### config.mk
export PLATFORM = sky130hd
export DESIGN_NAME = gcd_job_arbiter_flat
export DESIGN_NICKNAME = d
export VERILOG_FILES = /design/src/rtl/gcd_pkg.sv /design/src/rtl/gcd_job_arbiter_if.sv /design/src/rtl/gcd_job_arbiter_rr_arbiter.sv /design/src/rtl/gcd_job_arbiter.sv /design/src/flat_wrapper.sv
export SDC_FILE = /design/constraint.sdc
export NUM_CORES = 1
export LEC_CHECK = 0
export CAP_MARGIN = 20
export CORE_MARGIN = 2
export CORE_UTILIZATION = 43
export CTS_BUF_LIST = sky130_fd_sc_hd__clkbuf_8
export CTS_CLUSTER_DIAMETER = 100
export DETAILED_ROUTE_END_ITERATION = 16
export DONT_BUFFER_PORTS = 1
export SLEW_MARGIN = 10
export SYNTH_ARGS = -nofsm -noshare
export SYNTH_HDL_FRONTEND = slang
export SYNTH_SLANG_ARGS = --single-unit
### constraint.sdc
create_clock -name clk -period 4 [get_ports clk]
set_clock_uncertainty 0.05 [all_clocks]
set_input_delay 0.4 -clock clk [delete_from_list [all_inputs] [get_ports clk]]
set_output_delay 0.4 -clock clk [all_outputs]
set_load 0.05 [all_outputs]
### src/rtl/gcd_pkg.sv
// Shared types and defaults for the GCD job arbiter.
package gcd_pkg;

    // Job sequencer states.
    typedef enum logic [1:0] {
        IDLE  = 2'd0,
        ISSUE = 2'd1,
        WAIT  = 2'd2,
        RESP  = 2'd3
    } state_t;

    localparam int DEF_W       = 16;
    localparam int DEF_TIMEOUT = 1024;
    localparam int DEF_CNT_W   = $clog2(DEF_TIMEOUT);

    // Watchdog width: clog2(TIMEOUT) bits always holds TIMEOUT-1.
    function automatic int cnt_width(input int timeout);
        return (timeout > 2) ? $clog2(timeout) : 1;
    endfunction

endpackage

### src/rtl/gcd_job_arbiter_if.sv
// Requester and engine signals of the GCD job arbiter.
// slave = the arbiter, master = requesters plus engine.
interface gcd_job_arbiter_if #(
    parameter int N = 4,
    parameter int W = gcd_pkg::DEF_W
);
    logic [N-1:0]   req;
    logic [N*W-1:0] req_a;
    logic [N*W-1:0] req_b;
    logic [N-1:0]   gnt;
    logic [N-1:0]   rsp_valid;
    logic [W-1:0]   rsp_data;
    logic           rsp_err;
    logic           busy;
    logic           eng_start;
    logic [W-1:0]   eng_a;
    logic [W-1:0]   eng_b;
    logic           eng_abort;
    logic           eng_done;
    logic [W-1:0]   eng_result;

    modport slave (
        input  req, req_a, req_b, eng_done, eng_result,
        output gnt, rsp_valid, rsp_data, rsp_err, busy,
               eng_start, eng_a, eng_b, eng_abort
    );

    modport master (
        output req, req_a, req_b, eng_done, eng_result,
        input  gnt, rsp_valid, rsp_data, rsp_err, busy,
               eng_start, eng_a, eng_b, eng_abort
    );
endinterface

### src/rtl/gcd_job_arbiter_rr_arbiter.sv
// Combinational round-robin pick: first set request at or after ptr,
// wrapping modulo N.
module rr_arbiter #(
    parameter int N  = 4,
    parameter int PW = (N > 1) ? $clog2(N) : 1
) (
    input  logic [N-1:0]  req,
    input  logic [PW-1:0] ptr,
    output logic [N-1:0]  win_oh,
    output logic [PW-1:0] win_idx,
    output logic          any
);
    int            sum;
    logic [PW-1:0] pos;
    logic          found;

    // Walk the N positions starting at ptr; the first requester hit wins.
    always_comb begin
        win_oh  = '0;
        win_idx = '0;
        sum     = 0;
        pos     = '0;
        found   = 1'b0;
        for (int k = 0; k < N; k++) begin
            sum = int'(ptr) + k;
            if (sum >= N) sum = sum - N;
            pos = PW'(sum);
            if (!found && req[pos]) begin
                found       = 1'b1;
                win_idx     = pos;
                win_oh[pos] = 1'b1;
            end
        end
        any = found;
    end
endmodule

### src/rtl/gcd_job_arbiter.sv
// Shares one start/done GCD engine among N requesters: round-robin grant,
// operand capture, engine sequencing with watchdog, one-hot response.
module gcd_job_arbiter
    import gcd_pkg::*;
#(
    parameter int N       = 4,
    parameter int W       = DEF_W,
    parameter int TIMEOUT = DEF_TIMEOUT
) (
    input logic            clk,
    input logic            rst_n,
    gcd_job_arbiter_if.slave bus
);
    localparam int            PW       = (N > 1) ? $clog2(N) : 1;
    localparam int            CW       = cnt_width(TIMEOUT);
    localparam logic [CW-1:0] CNT_LAST = CW'(TIMEOUT - 1);
    localparam logic [N-1:0]  ONE      = {{(N-1){1'b0}}, 1'b1};

    state_t        state;
    logic [PW-1:0] rr_ptr;
    logic [PW-1:0] id;
    logic [W-1:0]  result;
    logic          err;
    logic [CW-1:0] cnt;

    logic [N-1:0]  win_oh;
    logic [PW-1:0] win_idx;
    logic          any;
    logic [PW-1:0] next_ptr;
    logic [W-1:0]  sel_a;
    logic [W-1:0]  sel_b;

    rr_arbiter #(.N(N), .PW(PW)) u_rr (
        .req     (bus.req),
        .ptr     (rr_ptr),
        .win_oh  (win_oh),
        .win_idx (win_idx),
        .any     (any)
    );

    assign sel_a    = bus.req_a[int'(win_idx)*W +: W];
    assign sel_b    = bus.req_b[int'(win_idx)*W +: W];
    assign next_ptr = (win_idx == PW'(N - 1)) ? '0 : win_idx + 1'b1;

    // Job sequencer. eng_a/eng_b double as the operand capture registers so
    // they stay stable from ISSUE through WAIT. Pulsed outputs default low.
    always_ff @(posedge clk or negedge rst_n) begin
        if (!rst_n) begin
            state         <= IDLE;
            rr_ptr        <= '0;
            id            <= '0;
            result        <= '0;
            err           <= 1'b0;
            cnt           <= '0;
            bus.gnt       <= '0;
            bus.rsp_valid <= '0;
            bus.rsp_data  <= '0;
            bus.rsp_err   <= 1'b0;
            bus.busy      <= 1'b0;
            bus.eng_start <= 1'b0;
            bus.eng_a     <= '0;
            bus.eng_b     <= '0;
            bus.eng_abort <= 1'b0;
        end else begin
            bus.gnt       <= '0;
            bus.rsp_valid <= '0;
            bus.rsp_data  <= '0;
            bus.rsp_err   <= 1'b0;
            bus.eng_start <= 1'b0;
            bus.eng_abort <= 1'b0;
            case (state)
                IDLE: begin
                    if (any) begin
                        bus.gnt   <= win_oh;
                        id        <= win_idx;
                        bus.eng_a <= sel_a;
                        bus.eng_b <= sel_b;
                        rr_ptr    <= next_ptr;
                        bus.busy  <= 1'b1;
                        // A zero operand would never converge by subtraction;
                        // gcd(x,0) = x, so the answer is simply A | B.
                        if (sel_a == '0 || sel_b == '0) begin
                            result <= sel_a | sel_b;
                            err    <= 1'b0;
                            state  <= RESP;
                        end else begin
                            state  <= ISSUE;
                        end
                    end
                end
                ISSUE: begin
                    bus.eng_start <= 1'b1;
                    cnt           <= '0;
                    state         <= WAIT;
                end
                WAIT: begin
                    cnt <= cnt + 1'b1;
                    // A completion in the last watchdog cycle still wins.
                    if (bus.eng_done) begin
                        result <= bus.eng_result;
                        err    <= 1'b0;
                        state  <= RESP;
                    end else if (cnt == CNT_LAST) begin
                        bus.eng_abort <= 1'b1;
                        result        <= '0;
                        err           <= 1'b1;
                        state         <= RESP;
                    end
                end
                RESP: begin
                    bus.rsp_valid <= ONE << id;
                    bus.rsp_data  <= result;
                    bus.rsp_err   <= err;
                    bus.busy      <= 1'b0;
                    state         <= IDLE;
                end
                default: state <= IDLE;
            endcase
        end
    end
endmodule
### src/flat_wrapper.sv
// flat-port wrapper written by rule: the top's interface ports become plain ports
module gcd_job_arbiter_flat import gcd_pkg::*;
#(
    parameter int N       = 4,
    parameter int W       = DEF_W,
    parameter int TIMEOUT = DEF_TIMEOUT
)
  (clk, rst_n, bus_req, bus_req_a, bus_req_b, bus_eng_done, bus_eng_result, bus_gnt, bus_rsp_valid, bus_rsp_data, bus_rsp_err, bus_busy, bus_eng_start, bus_eng_a, bus_eng_b, bus_eng_abort);
  gcd_job_arbiter_if #(.N(N), .W(W)) bus_i ();
  input logic clk;
  input logic rst_n;
  input wire logic [$bits(bus_i.req)-1:0] bus_req;
  input wire logic [$bits(bus_i.req_a)-1:0] bus_req_a;
  input wire logic [$bits(bus_i.req_b)-1:0] bus_req_b;
  input wire logic [$bits(bus_i.eng_done)-1:0] bus_eng_done;
  input wire logic [$bits(bus_i.eng_result)-1:0] bus_eng_result;
  output wire logic [$bits(bus_i.gnt)-1:0] bus_gnt;
  output wire logic [$bits(bus_i.rsp_valid)-1:0] bus_rsp_valid;
  output wire logic [$bits(bus_i.rsp_data)-1:0] bus_rsp_data;
  output wire logic [$bits(bus_i.rsp_err)-1:0] bus_rsp_err;
  output wire logic [$bits(bus_i.busy)-1:0] bus_busy;
  output wire logic [$bits(bus_i.eng_start)-1:0] bus_eng_start;
  output wire logic [$bits(bus_i.eng_a)-1:0] bus_eng_a;
  output wire logic [$bits(bus_i.eng_b)-1:0] bus_eng_b;
  output wire logic [$bits(bus_i.eng_abort)-1:0] bus_eng_abort;
  assign bus_i.req = bus_req;
  assign bus_i.req_a = bus_req_a;
  assign bus_i.req_b = bus_req_b;
  assign bus_i.eng_done = bus_eng_done;
  assign bus_i.eng_result = bus_eng_result;
  assign bus_gnt = bus_i.gnt;
  assign bus_rsp_valid = bus_i.rsp_valid;
  assign bus_rsp_data = bus_i.rsp_data;
  assign bus_rsp_err = bus_i.rsp_err;
  assign bus_busy = bus_i.busy;
  assign bus_eng_start = bus_i.eng_start;
  assign bus_eng_a = bus_i.eng_a;
  assign bus_eng_b = bus_i.eng_b;
  assign bus_eng_abort = bus_i.eng_abort;
  gcd_job_arbiter #(.N(N), .W(W), .TIMEOUT(TIMEOUT)) u_core (.clk(clk), .rst_n(rst_n), .bus(bus_i));
endmodule
==> After elaboration in Yosys (flattened, before gate mapping) <==
Index checks and enable logic that the tools add are counted.
{ "op_classes": {"add_sub_neg": 9, "order_cmp": 12, "eq_ne": 8, "shift": 3, "n_mux": 60, "bitwise_logic": 4, "n_reduce_logical": 21} }
{ "ops": {"columns": ["operator", "n"], "rows": [
  ["$shiftx A64 B7 Y16", 2],
  ["$mux W16", 5],
  ["$logic_not A16 Y1", 2],
  ["$pmux W16 S2", 1],
  ["$mux W4", 7],
  ["$mux W2", 13],
  ["$mux W1", 22],
  ["$pmux W10 S2", 1],
  ["$or A16 B16 Y16", 1],
  ["$lt A2 B3 Y1 const B", 4],
  ["$or A4 B4 Y4", 3],
  ["$add A10 B1 Y10 const B", 1],
  ["$eq A10 B10 Y1 const B", 1],
  ["$ge A3 B3 Y1 const B", 3],
  ["$bmux W1 S2", 4],
  ["$demux W1 S2", 4],
  ["$ge A2 B1 Y1 const B", 4],
  ["$pmux W2 S4", 1],
  ["$sub A2 B1 Y2 const B", 4],
  ["$logic_and A1 B1 Y1", 7],
  ["$add A2 B2 Y3 const B", 2],
  ["$eq A2 B2 Y1 const B", 3],
  ["$reduce_and A2 Y1", 3],
  ["$reduce_bool A2 Y1", 3],
  ["12 further kinds", 16]
]} }
{ "totals": {"ff_bits": 93, "in_bits": 151, "output_inout_bits": 60, "wordCells": 132} }

==> Logic depth before layout (Yosys ltp) <==
{ "depth": {"depth_word": 20, "depth_mapped": 16, "mapped_depth_nobuf": 10} }

==> By module <==
A second synthesis with hierarchy kept.
{ "unflattened": {"hier_cells": 397, "area_unflattened_um2": 5162.5} }
{ "by_module_without_submodules": {"columns": ["mod", "n_inst", "cells_each", "area_per_inst_um2", "seq_area_each_um2"], "rows": [
  ["gcd_job_arbiter", 1, 352, 4740.8, 2327.2],
  ["rr_arbiter", 1, 45, 421.7, 0.0]
]} }

==> Worst setup path before layout <==
OpenSTA, ideal clock, no wires.
{ "synth_timing": {"path_type": "register -> register", "from": "register u_core.rr_ptr[0]", "to": "register u_core.rr_ptr[1]", "setup_time_ps": 125, "arrival_ps": 3214, "required_time_ps": 3825, "slack_ps": 611, "path_stages_with_launch": 15, "n_path_buf": 6, "synth_period_minus_slack_ps": 3389, "path_cell_list": "dfrtp_1 buf_6 clkbuf_1 inv_1 ha_1 clkbuf_1 nor2b_1 o221ai_1 o211ai_1 o21a_1 buf_2 buf_2 buf_2 ha_1 mux2_2"} }
{ "synth_between": {"elab_chain_cells": 16, "word_cells_on_any_way": 41, "classes_between": "add/sub (8); order compare (4); eq/ne (1); mux (21); reduce/logical (7)"} }
{ "synth_rtl": {"columns": ["element", "line", "rtl"], "rows": [
  ["start: declaration", "gcd_job_arbiter.sv:20", "logic [PW-1:0] rr_ptr;"],
  ["start signal: assignment", "gcd_job_arbiter.sv:78", "rr_ptr <= next_ptr;"],
  ["branches (longest 13 deep; another with $add A2 B1 Y3)", null, null],
  ["$mux W2 *", "gcd_job_arbiter_rr_arbiter.sv:28", "if (!found && req[pos]) begin"],
  ["net u_core.u_rr.win_idx[0]", "gcd_job_arbiter_rr_arbiter.sv:10", "output logic [PW-1:0] win_idx,"],
  ["$add A2 B1 Y2 / $eq A2 B2 Y1 (equally long branches)", "gcd_job_arbiter.sv:43", "assign next_ptr = (win_idx == PW'(N - 1)) ? '0 : win_idx + 1'b1;"],
  ["$mux W2 *", "gcd_job_arbiter.sv:43", null],
  ["net u_core.next_ptr[1]", "gcd_job_arbiter.sv:29", "logic [PW-1:0] next_ptr;"]
]} }
Mark *: on every way through the listed nets, which the timed path passes. The select of a mux whose other input is x is not followed.
A chain may end at the register's enable or synchronous reset.

==> Final worst setup path <==
{ "layout_timing": {"from": "register u_core.rr_ptr[0]", "to": "register u_core.result[3]"} }
{ "layout_between": {"elab_chain_cells": 19, "word_cells_on_any_way": 49, "classes_between": "add/sub (7); order compare (4); eq/ne (2); shift (2); mux (23); bitwise (1); reduce/logical (10)"} }
{ "layout_rtl": {"columns": ["element", "line", "rtl"], "rows": [
  ["branches (longest 19 deep; another with $add A2 B1 Y3)", null, null],
  ["end signal: assignment", "gcd_job_arbiter.sv:83", "result <= sel_a | sel_b;"],
  ["end signal: assignment", "gcd_job_arbiter.sv:100", "result <= bus.eng_result;"],
  ["end: declaration", "gcd_job_arbiter.sv:22", "logic [W-1:0] result;"]
]} }
Several ways; the timed one is not identified. The select of a mux whose other input is x is not followed.

==> metrics <==
outcome finished, final reports clean; height of the chip between 100 and 150 um; total grt overflow 0; WL final between 20,000 and 25,000 um; CP startpoint kind register; CTS sink cnt between 90 and 100; global-route wire length before repair between 30,000 and 40,000 um; routed len/inst ~24 um; Die ar. 14,740 sq um; H-tree depth 3; min-delay worst type in2reg; number of flops mapped to enable cells by yosys 0; endpoints failing hold 0; die width ~120 um; Layout Nets between 800 and 900; net count after synthesis 896; Slew Limit Fails 0; power per cell area approximately 1000 nW/um^2; worst stage delay on the critical path between 0.6 and 0.7 ns; Peak Freq around 290 MHz; Lkg Pwr roughly 2.7 nW; Max Cap Violations 0; FP Rows 42; core area approximately 13,000 sq um; IO Count roughly 210; Crit path max-delay family simple AND/OR/NAND/NOR gates; CP required about 4.2 ns; Reg clk slew, reported paths roughly 0.090 ns; max_slew headroom 0.5324; Yosys reg bits between 90 and 100; worst-margin pin slew roughly 0.70 ns; aggregate global-route resource usage 0.2975; maximum vdd drop 0.3820 mV; Worst Path Arrival 3.70 ns; Final period util 0.8709; antenna violations before repair 0; post-route ant nets 0; fin crit period roughly 3.5 ns; Final TNS setup 0 ns; Synth cell types 48; Seq/Total Area, Yosys 0.3927; area growth from synthesis to layout 6.102%; RePlAce Congestion around 0.96; vias in the first global route 5,370; syn avg cell area 8.095 sq um; Finished Core Util 0.4710; Crit Path Category reg2reg; slowest stage cell, crit path o21a_2; drt first-iter violations about 470; total CTS buffers 9; Starting Density 0.4439; worst skew pair latency around 0.38 ns; largest net degree at the start of global routing 94; Resize count post-CTS 0; layout cells sized above 1 0.08499; total number of vias roughly 5,500; CTS tree built; FILL cells 1,353; Port Buf Inserts 0; CP Capture Type register; crit-path cells inv_1 -> ha_1 -> nor2b_1 -> o221ai_1 -> o211ai_1 -> o21a_2 -> nand3b_1 -> nand3_2 -> mux2_2; Pre-antenna DRT Iters 6; Hold-fix buffers, CTS 2; Buf/Inv on CP 1; critical path peak fanout 37; Cell Area, Synth ~5900 sq um; clk buf depth 2; Post-CTS Setup Inserts 0; final setup fails 0; ANT cells 0; DP Wirelength roughly 16,000 um; clock root buffer master clkbuf_8; Post-synth top flop dfrtp_1; YS warnings 0; DR vias/cell 6.214; synthesized instance count 732; DRC Markers 0; RSZ-0062 raised after global routing no; async set or reset register ratio after synthesis 1.000
==> stage by stage <==
stage	hold slack (ns)	cells	power, mW	setup slack, ns	cell area (sq um)
2_1_floorplan	0.05441	732	4.752	0.6114	5926
3_3_place_gp	0.05673	866	5.554	0.7073	6040
3_5_place_dp	0.05668	866	5.624	0.5814	6040
4_1_cts	0.2037	882	6.357	0.5510	6287
5_1_grt	0.2336	882	6.820	0.3300	6287
6_report	0.2329	882	6.364	0.5163	6287
==> synthesized netlist by cell type (4+ instances only) <==
| library cell | count | area (sq um) |
|---|---|---|
| or3_1 | 31 | 193.9 |
| o311a_1 | 6 | 60.06 |
| nor4_1 | 32 | 200.2 |
| o21ai_0 | 74 | 370.4 |
| ha_1 | 13 | 162.7 |
| a31oi_1 | 10 | 62.56 |
| and2_1 | 17 | 106.4 |
| nor2_1 | 21 | 78.83 |
| clkbuf_1 | 38 | 142.6 |
| a21oi_1 | 21 | 105.1 |
| mux2_4 | 4 | 60.06 |
| dfrtp_1 | 93 | 2327 |
| nand2_1 | 201 | 754.5 |
| a221o_1 | 4 | 40.04 |
| mux2i_1 | 14 | 140.1 |
| nand3b_1 | 10 | 75.07 |
| nand4_1 | 8 | 50.05 |
| mux2_2 | 23 | 259.0 |
| o211ai_1 | 4 | 30.03 |
| nand3_1 | 35 | 175.2 |
| o311ai_0 | 9 | 78.83 |
| buf_2 | 12 | 60.06 |
| inv_1 | 9 | 33.78 |
==> cells in the final DEF (no fill, tap or decap), drive strengths merged, types with 2 or more instances in the layout <==
master and n:
nor3b 3, o31ai 3, a21oi 21, a221o 4, o21a 3, nand3 36
nand2 201, clkbuf 9, nand3b 10, buf 12, o21ai 74, nand4 8
inv 11, nor2b 3, nor2 21, o221ai 2, o311ai 9, dfrtp 93
o311a 6, and3 3, mux2 27, or4b 3, a31oi 10, nor4 32
ha 13, nor3 3, or4 3, clkinvlp 2, and2 17, mux2i 14
a22o 3, o211ai 4, or3 31, bufinv 2
==> registers in the layout (all words and copies together) (netlist names) <==
| register | flops |
|---|---|
| u_core.bus.eng_a | 16 |
| u_core.bus.eng_b | 16 |
| u_core.bus.rsp_data | 16 |
| u_core.result | 16 |
| u_core.cnt | 10 |
| u_core.bus.gnt | 4 |
| u_core.bus.rsp_valid | 4 |
| u_core.id | 2 |
| u_core.rr_ptr | 2 |
| u_core.state | 2 |
| u_core.bus.busy | 1 |
| u_core.bus.eng_abort | 1 |
| u_core.bus.eng_start | 1 |
| u_core.bus.rsp_err | 1 |
| u_core.err | 1 |
==> final timing paths <==
check / start / endpoint / slack [ns] / cells past startpoint
worst min register to register: u_core.result[5] / u_core.bus.rsp_data[5] / 0.44 / 1
worst min-delay path: bus_eng_done / u_core.bus.eng_abort / 0.23 / 2
min in group asynchronous: rst_n / u_core.bus.rsp_data[5] / 0.57 / 2
worst max register to register: u_core.rr_ptr[0] / u_core.result[3] / 0.52 / 9
max in group asynchronous: rst_n / u_core.bus.eng_a[12] / 2.95 / 2
worst max-delay path: u_core.rr_ptr[0] / u_core.result[3] / 0.52 / 9
==> report_power, final <==
part           internal (mW)  total (mW)  switching (mW)
logic                   1.20        3.16            1.95
clock network          0.350       0.706           0.356
registers               1.32        2.50            1.18
==> worst reg2reg max path: stages, from the launching register on <==
cell	delay (ns)
dfrtp_1	0.51
inv_1	0.13
ha_1	0.46
nor2b_1	0.22
o221ai_1	0.14
o211ai_1	0.12
o21a_2	0.61
nand3b_1	0.25
nand3_2	0.43
mux2_2	0.45
==> kinds of logic (layout without fill, tap and decap cells) <==
logic type      count (synthesis)  after routing  synth area share
mux                            42             42           0.08129
fa+ha+maj                      13             13           0.02745
simple gates                  375            375            0.3000
xor+xnor                        2              2          0.002957
flops                          93             93            0.3927
buf+inv                        63             37           0.04518
compound gates                144            144            0.1503
==> metal layers <==
layer / wire length (um) / share of wire / global-route usage / vias to the layer above
met5: 0 / 0 / 0 / -
met2: 9641 / 0.45 / 0.4575 / 318
met3: 2334 / 0.11 / 0.09821 / 36
met1: 8563 / 0.40 / 0.3840 / 2581
li1: - / - / - / 2546
met4: 811 / 0.038 / 0.1243 / 0
==> cell type report <==
class | count | area, sq um | area share
Multi-Input combinational cell | 576 | 3334 | 0.5303
Sequential cell | 93 | 2327 | 0.3701
Tap cell | 176 | 220.2 | 0.03502
Timing Repair Buffer | 13 | 157.7 | 0.02507
Clock buffer | 9 | 123.9 | 0.01970
Clock inverter | 5 | 86.33 | 0.01373
Inverter | 10 | 37.54 | 0.005970
No activity file was read; power rests on OpenSTA's default activity.
